--- src/rtl/seri_sifre_cozucu.sv ---
// Serial LSB-first word receiver with a per-word selectable forward/inverse transform
// and an inter-bit gap watchdog that drops stalled partial words.
module seri_sifre_cozucu #(
   parameter int BIT     = 4,
   parameter int ANAHTAR = 10
) (
   input  logic           saat,
   input  logic           reset,
   input  logic           bit_girisi,
   input  logic           gecerli_giris,
   input  logic           mod,
   input  logic [2:0]     secim,
   output logic [BIT-1:0] veri_cikisi,
   output logic           hazir,
   output logic           hata
);

   localparam int SW    = (BIT > 2) ? $clog2(BIT) : 1;
   localparam int GW    = $clog2(2 * BIT);
   localparam int YARIM = BIT / 2;
   localparam logic [SW-1:0]  SAYAC_BIR    = SW'(1);
   localparam logic [SW-1:0]  SON_BIT      = SW'(BIT - 1);
   localparam logic [GW-1:0]  BOSLUK_BIR   = GW'(1);
   localparam logic [GW-1:0]  BOSLUK_SINIR = GW'(2 * BIT - 1);
   localparam logic [BIT-1:0] ANAHTAR_W    = BIT'(ANAHTAR);

   typedef enum logic {BOS, TOPLA} durum_t;

   durum_t         durum_q, durum_d;
   logic [SW-1:0]  sayac_q, sayac_d;
   logic [GW-1:0]  bosluk_q, bosluk_d;
   logic [BIT-1:0] kaydirma_q, kaydirma_d;
   logic           mod_q, mod_d;
   logic [2:0]     secim_q, secim_d;
   logic [BIT-1:0] sonuc_q, sonuc_d;
   logic           tamam_q, tamam_d;
   logic [BIT-1:0] veri_q;
   logic           hazir_q, hata_q, hata_d;
   logic [BIT-1:0] kelime_d;

   always_ff @(posedge saat) begin
      if (reset) begin
         durum_q    <= BOS;
         sayac_q    <= '0;
         bosluk_q   <= '0;
         kaydirma_q <= '0;
         mod_q      <= 1'b0;
         secim_q    <= '0;
         sonuc_q    <= '0;
         tamam_q    <= 1'b0;
         veri_q     <= '0;
         hazir_q    <= 1'b0;
         hata_q     <= 1'b0;
      end else begin
         durum_q    <= durum_d;
         sayac_q    <= sayac_d;
         bosluk_q   <= bosluk_d;
         kaydirma_q <= kaydirma_d;
         mod_q      <= mod_d;
         secim_q    <= secim_d;
         tamam_q    <= tamam_d;
         hazir_q    <= tamam_q;
         hata_q     <= hata_d;
         if (tamam_d) sonuc_q <= sonuc_d;
         if (tamam_q) veri_q  <= sonuc_q;
      end
   end

   // mod/secim are captured with bit 0 so the whole word uses one transform
   always_comb begin
      durum_d    = durum_q;
      sayac_d    = sayac_q;
      bosluk_d   = bosluk_q;
      kaydirma_d = kaydirma_q;
      mod_d      = mod_q;
      secim_d    = secim_q;
      tamam_d    = 1'b0;
      hata_d     = 1'b0;
      case (durum_q)
         BOS: begin
            bosluk_d = '0;
            if (gecerli_giris) begin
               kaydirma_d    = '0;
               kaydirma_d[0] = bit_girisi;
               sayac_d       = SAYAC_BIR;
               mod_d         = mod;
               secim_d       = secim;
               durum_d       = TOPLA;
            end
         end
         TOPLA: begin
            if (gecerli_giris) begin
               kaydirma_d[sayac_q] = bit_girisi;
               bosluk_d            = '0;
               if (sayac_q == SON_BIT) begin
                  tamam_d = 1'b1;
                  sayac_d = '0;
                  durum_d = BOS;
               end else begin
                  sayac_d = sayac_q + SAYAC_BIR;
               end
            end else if (bosluk_q == BOSLUK_SINIR) begin
               hata_d     = 1'b1;
               sayac_d    = '0;
               bosluk_d   = '0;
               kaydirma_d = '0;
               durum_d    = BOS;
            end else begin
               bosluk_d = bosluk_q + BOSLUK_BIR;
            end
         end
         default: durum_d = BOS;
      endcase
      kelime_d = kaydirma_d;
   end

   logic [BIT-1:0] ters_w, gray_geri;

   for (genvar gi = 0; gi < BIT; gi++) begin : g_bit
      assign ters_w[gi]    = kelime_d[BIT-1-gi];
      assign gray_geri[gi] = ^kelime_d[BIT-1:gi];
   end

   always_comb begin
      sonuc_d = kelime_d;
      case (secim_q)
         3'd0: sonuc_d = kelime_d;
         3'd1: sonuc_d = ~kelime_d;
         3'd2: sonuc_d = mod_q ? {kelime_d[0], kelime_d[BIT-1:1]}
                               : {kelime_d[BIT-2:0], kelime_d[BIT-1]};
         3'd3: sonuc_d = ters_w;
         3'd4: sonuc_d = kelime_d ^ ANAHTAR_W;
         3'd5: sonuc_d = mod_q ? (kelime_d - ANAHTAR_W) : (kelime_d + ANAHTAR_W);
         3'd6: sonuc_d = mod_q ? ((kelime_d >> YARIM) | (kelime_d << (BIT - YARIM)))
                               : ((kelime_d << YARIM) | (kelime_d >> (BIT - YARIM)));
         3'd7: sonuc_d = mod_q ? gray_geri : (kelime_d ^ (kelime_d >> 1));
         default: sonuc_d = kelime_d;
      endcase
   end

   assign veri_cikisi = veri_q;
   assign hazir       = hazir_q;
   assign hata        = hata_q;

endmodule

--- config.mk ---
export PLATFORM = sky130hd
export DESIGN_NAME = seri_sifre_cozucu
export DESIGN_NICKNAME = d
export VERILOG_FILES = /design/src/rtl/seri_sifre_cozucu.sv
export SDC_FILE = /design/constraint.sdc
export NUM_CORES = 1
export LEC_CHECK = 0
export CORE_UTILIZATION = 46
export DETAILED_ROUTE_END_ITERATION = 8
export PLACE_DENSITY = 0.66
export SETUP_SLACK_MARGIN = 0.5
export SLEW_MARGIN = 20
export SYNTH_ARGS = -nofsm -noshare
export SYNTH_HDL_FRONTEND = slang
export SYNTH_SLANG_ARGS = --single-unit
--- constraint.sdc ---
create_clock -name saat -period 4.3 [get_ports saat]
set_clock_uncertainty 0.1 [all_clocks]
set_input_delay 0.86 -clock saat [delete_from_list [all_inputs] [get_ports saat]]
set_output_delay 0.86 -clock saat [all_outputs]
set_load 0.01 [all_outputs]
==> impl_metrics.py <==
metrics = {
    "status": {
        "status": "finished clean",
    },
    "yosys": {
        "synth_top_area_share_pct": 34.3,
        "ys_types": 44,
        "ys_ff_latch": 25,
        "synth_edf_count": 0,
        "yosysWarnings": 0,
        "yosysSeqAreaShare_pct": 34.3,
        "syn_inst": 164,
        "synth-async-reset-ratio_pct": 0,
        "yosys.area.top_type": "dfxtp_1",
        "avgSynthCellArea_sq_um": 8.89,
        "synthesis.nets": 179,
        "synthTopCellsByArea": "dfxtp_1, mux2i_1, nor2_1",
        "ys.flop_type": "dfxtp_1",
        "syn_area_sq_mm": 0.00146,
    },
    "pwr": {
        "total_power_w": 0.000411,
        "cellPowerDensity_mw_per_mm2": 253,
        "p_int_w": 0.000298,
        "p_leak_nw": 0.567,
        "power_frac_comb_pct": 13.5,
        "p_switching_w": 0.000113,
        "vdd_drop_max_mv": 0.122,
        "pwr-share-seq_pct": 60.3,
        "pwr-share-clk_pct": 26.3,
        "p_sw_share_pct": 27.5,
    },
    "global_routing": {
        "grt_usage_pct": 17.9,
        "grt_pass1_wl_mm": 4.80,
        "met1_usage_pct": 23.7,
        "use_met2_pct": 29.2,
        "use_met3_pct": 3.08,
        "grt_pass1_vias": 1116,
        "busiest_layer": "met2",
        "antenna_found_initial": 0,
        "overflow": 0,
        "grt_max_degree": 24,
    },
    "timing": {
        "hold_ws_ns": 0.329,
        "fin_crit_sh_pct": 72.5,
        "slew_headroom_pct": 43.8,
        "rsz0062_at_grt": "false",
        "fin_tns_setup_ns": 0,
        "worst_pin_slew_ns": 0.841,
        "finalSetupViolations": 0,
        "hold_viol": 0,
        "slew_viol_final": 0,
        "max_freq_ghz": 0.321,
        "period_minus_slack_ns": 3.12,
    },
    "clocking": {
        "cts_setup_buffers": 0,
        "cts_tree": "yes",
        "htree_levels": 1,
        "clockBufferDepth": 2,
        "cts-root-buf": "clkbuf_4",
        "numCtsBuffers": 3,
        "clk-insertion-delay-late_ns": 0.32,
        "cts_sinks": 25,
        "clkSlewWorstSetupHoldPaths_ns": 0.14,
        "holdBufCountCts": 0,
        "postCtsResizedCells": 0,
    },
    "cells_and_area": {
        "multiInputGateArea_sq_um": 872,
        "fill_cells": 275,
        "layout_common_cells": "nor2_1, dfxtp_1, clkdlybuf4s50_1",
        "area_delta_synth_final_pct": 11.5,
        "register_area_sq_um": 500,
        "fin_area_sq_mm": 0.00163,
        "drive_above_1_share_pct": 8.24,
        "num_antenna_cells": 0,
        "final_common_cell": "nor2_1",
        "fin_nets": 186,
    },
    "routing": {
        "route.detailed.drc": 0,
        "dr.pass1.iters": 4,
        "avgViaCountPerCell": 5.45,
        "initialDrtViolationCount": 52,
        "ant_nets": 0,
        "detail_route.wl_per_cell_um": 12.9,
        "routed_wl_mm": 2.75,
        "via_count": 1166,
    },
    "min_path": {
        "min-delay-start": "bosluk_q[0]$_SDFF_PP0_",
        "hold_path.class": "reg2reg",
    },
    "floorplanning": {
        "dieWidth_um": 58.3,
        "initial_core_util_pct": 48.1,
        "die_h_um": 58.3,
        "core_sq_mm": 0.00303,
        "row_count": 20,
        "ios": 14,
        "dieArea_sq_mm": 0.00340,
    },
    "critical_path": {
        "cp.buffers_inverters": 1,
        "slowest_stage": "clkdlybuf4s50_1",
        "cp_cell_sequence": "clkdlybuf4s50_1 > nand2_2 > o32ai_4 > fa_1 > xor2_1 > o21a_1 > mux2i_1 > a31oi_1 > nor4_1 > nor3_1",
        "crit_arrival_ns": 3.21,
        "r2r_setup_slack_ns": 1.50,
        "end_kind": "flop",
        "path_class": "in2reg",
        "path_delay_family": "simple AND/OR/NAND/NOR gates",
        "critPathLaunchType": "primary input",
        "slowest_delay_ns": 0.56,
        "startpoint": "gecerli_giris",
        "reg2reg_from": "sayac_q[0]$_SDFFE_PP0P_",
        "required_ns": 4.39,
        "cp_max_fo": 9,
    },
    "placed_design": {
        "post_dp_cell_area_sq_mm": 0.00160,
        "numPortBuffers": 13,
        "hpwl_mm": 2.03,
        "place_congestion": 0.903,
    },
    "job": {
        "cap_violations": 0,
    },
}
path summary, 6_finish.rpt:
path                                   to  cells after the start
setup / recovery  sonuc_q[3]$_SDFFE_PP0P_                     10
hold / removal     bosluk_q[0]$_SDFF_PP0_                      1
setup reg to reg  sonuc_q[3]$_SDFFE_PP0P_                     11
hold reg to reg    bosluk_q[0]$_SDFF_PP0_                      1
synthesized netlist by cell type (all sizes together), types with 5 or more instances:
master	number
dfxtp	25
nor2b	6
mux2i	11
ha	6
a21oi	7
inv	8
nor2	26
o21ai	5
nand2	10
clkbuf	9
area by class of cell:
class | instances | share of cell area [%]
timing repair buffer | 14 | 8.47
inverter | 8 | 1.85
multi-input combinational | 119 | 53.7
clock inverter | 1 | 0.462
sequential | 25 | 30.8
clock buffer | 3 | 1.39
tap | 44 | 3.39
layer usage:
layer  share of wire [%]  routed length (um)  vias to the layer above
li1                    -                   -                      586
met1                  47                1290                      536
met2                  47                1290                       38
met3                 4.9                 136                        6
met4                 1.4                  38                        0
met5                   0                   0                        -
sequential cells by signal, indices dropped and copies added (netlist names):
signal,count
kaydirma_q,4
sonuc_q,4
veri_cikisi,4
bosluk_q,3
secim_q,3
sayac_q,2
durum_q,1
hata,1
hazir,1
mod_q,1
tamam_q,1
logic make-up (layout without fill, tap and decap cells):
| kind of cell | count (synthesis) | in the layout | synth area share (%) |
|---|---|---|---|
| adders and majority gates | 7 | 7 | 6.52 |
| xor gates and xnor gates | 6 | 6 | 3.61 |
| DFF | 25 | 25 | 34.3 |
| and+or+nand+nor | 58 | 58 | 19.4 |
| muxes | 11 | 11 | 7.55 |
| AOI/OAI and AO/OA | 37 | 37 | 22.7 |
| buffers and inverters | 20 | 26 | 5.84 |
through the flow:
stage,std cells,setup slack [ns],utilization (%)
after global placement,210,0.898,52.7
after detailed placement,210,0.835,52.7
after global routing,214,1.02,53.7
after floorplan,164,1.45,-
final,214,1.18,53.7
after CTS,214,1.19,53.7
power by group through the flow:
stage	registers, W	logic [W]	clock network [W]
after CTS	0.000247	0.0000554	0.000110
after global placement	0.000252	0.0000539	0
after detailed placement	0.000252	0.0000551	0
after global routing	0.000249	0.0000614	0.000122
after floorplan	0.000245	0.0000473	0
final	0.000248	0.0000554	0.000108
(Power assumes the default switching activity.)
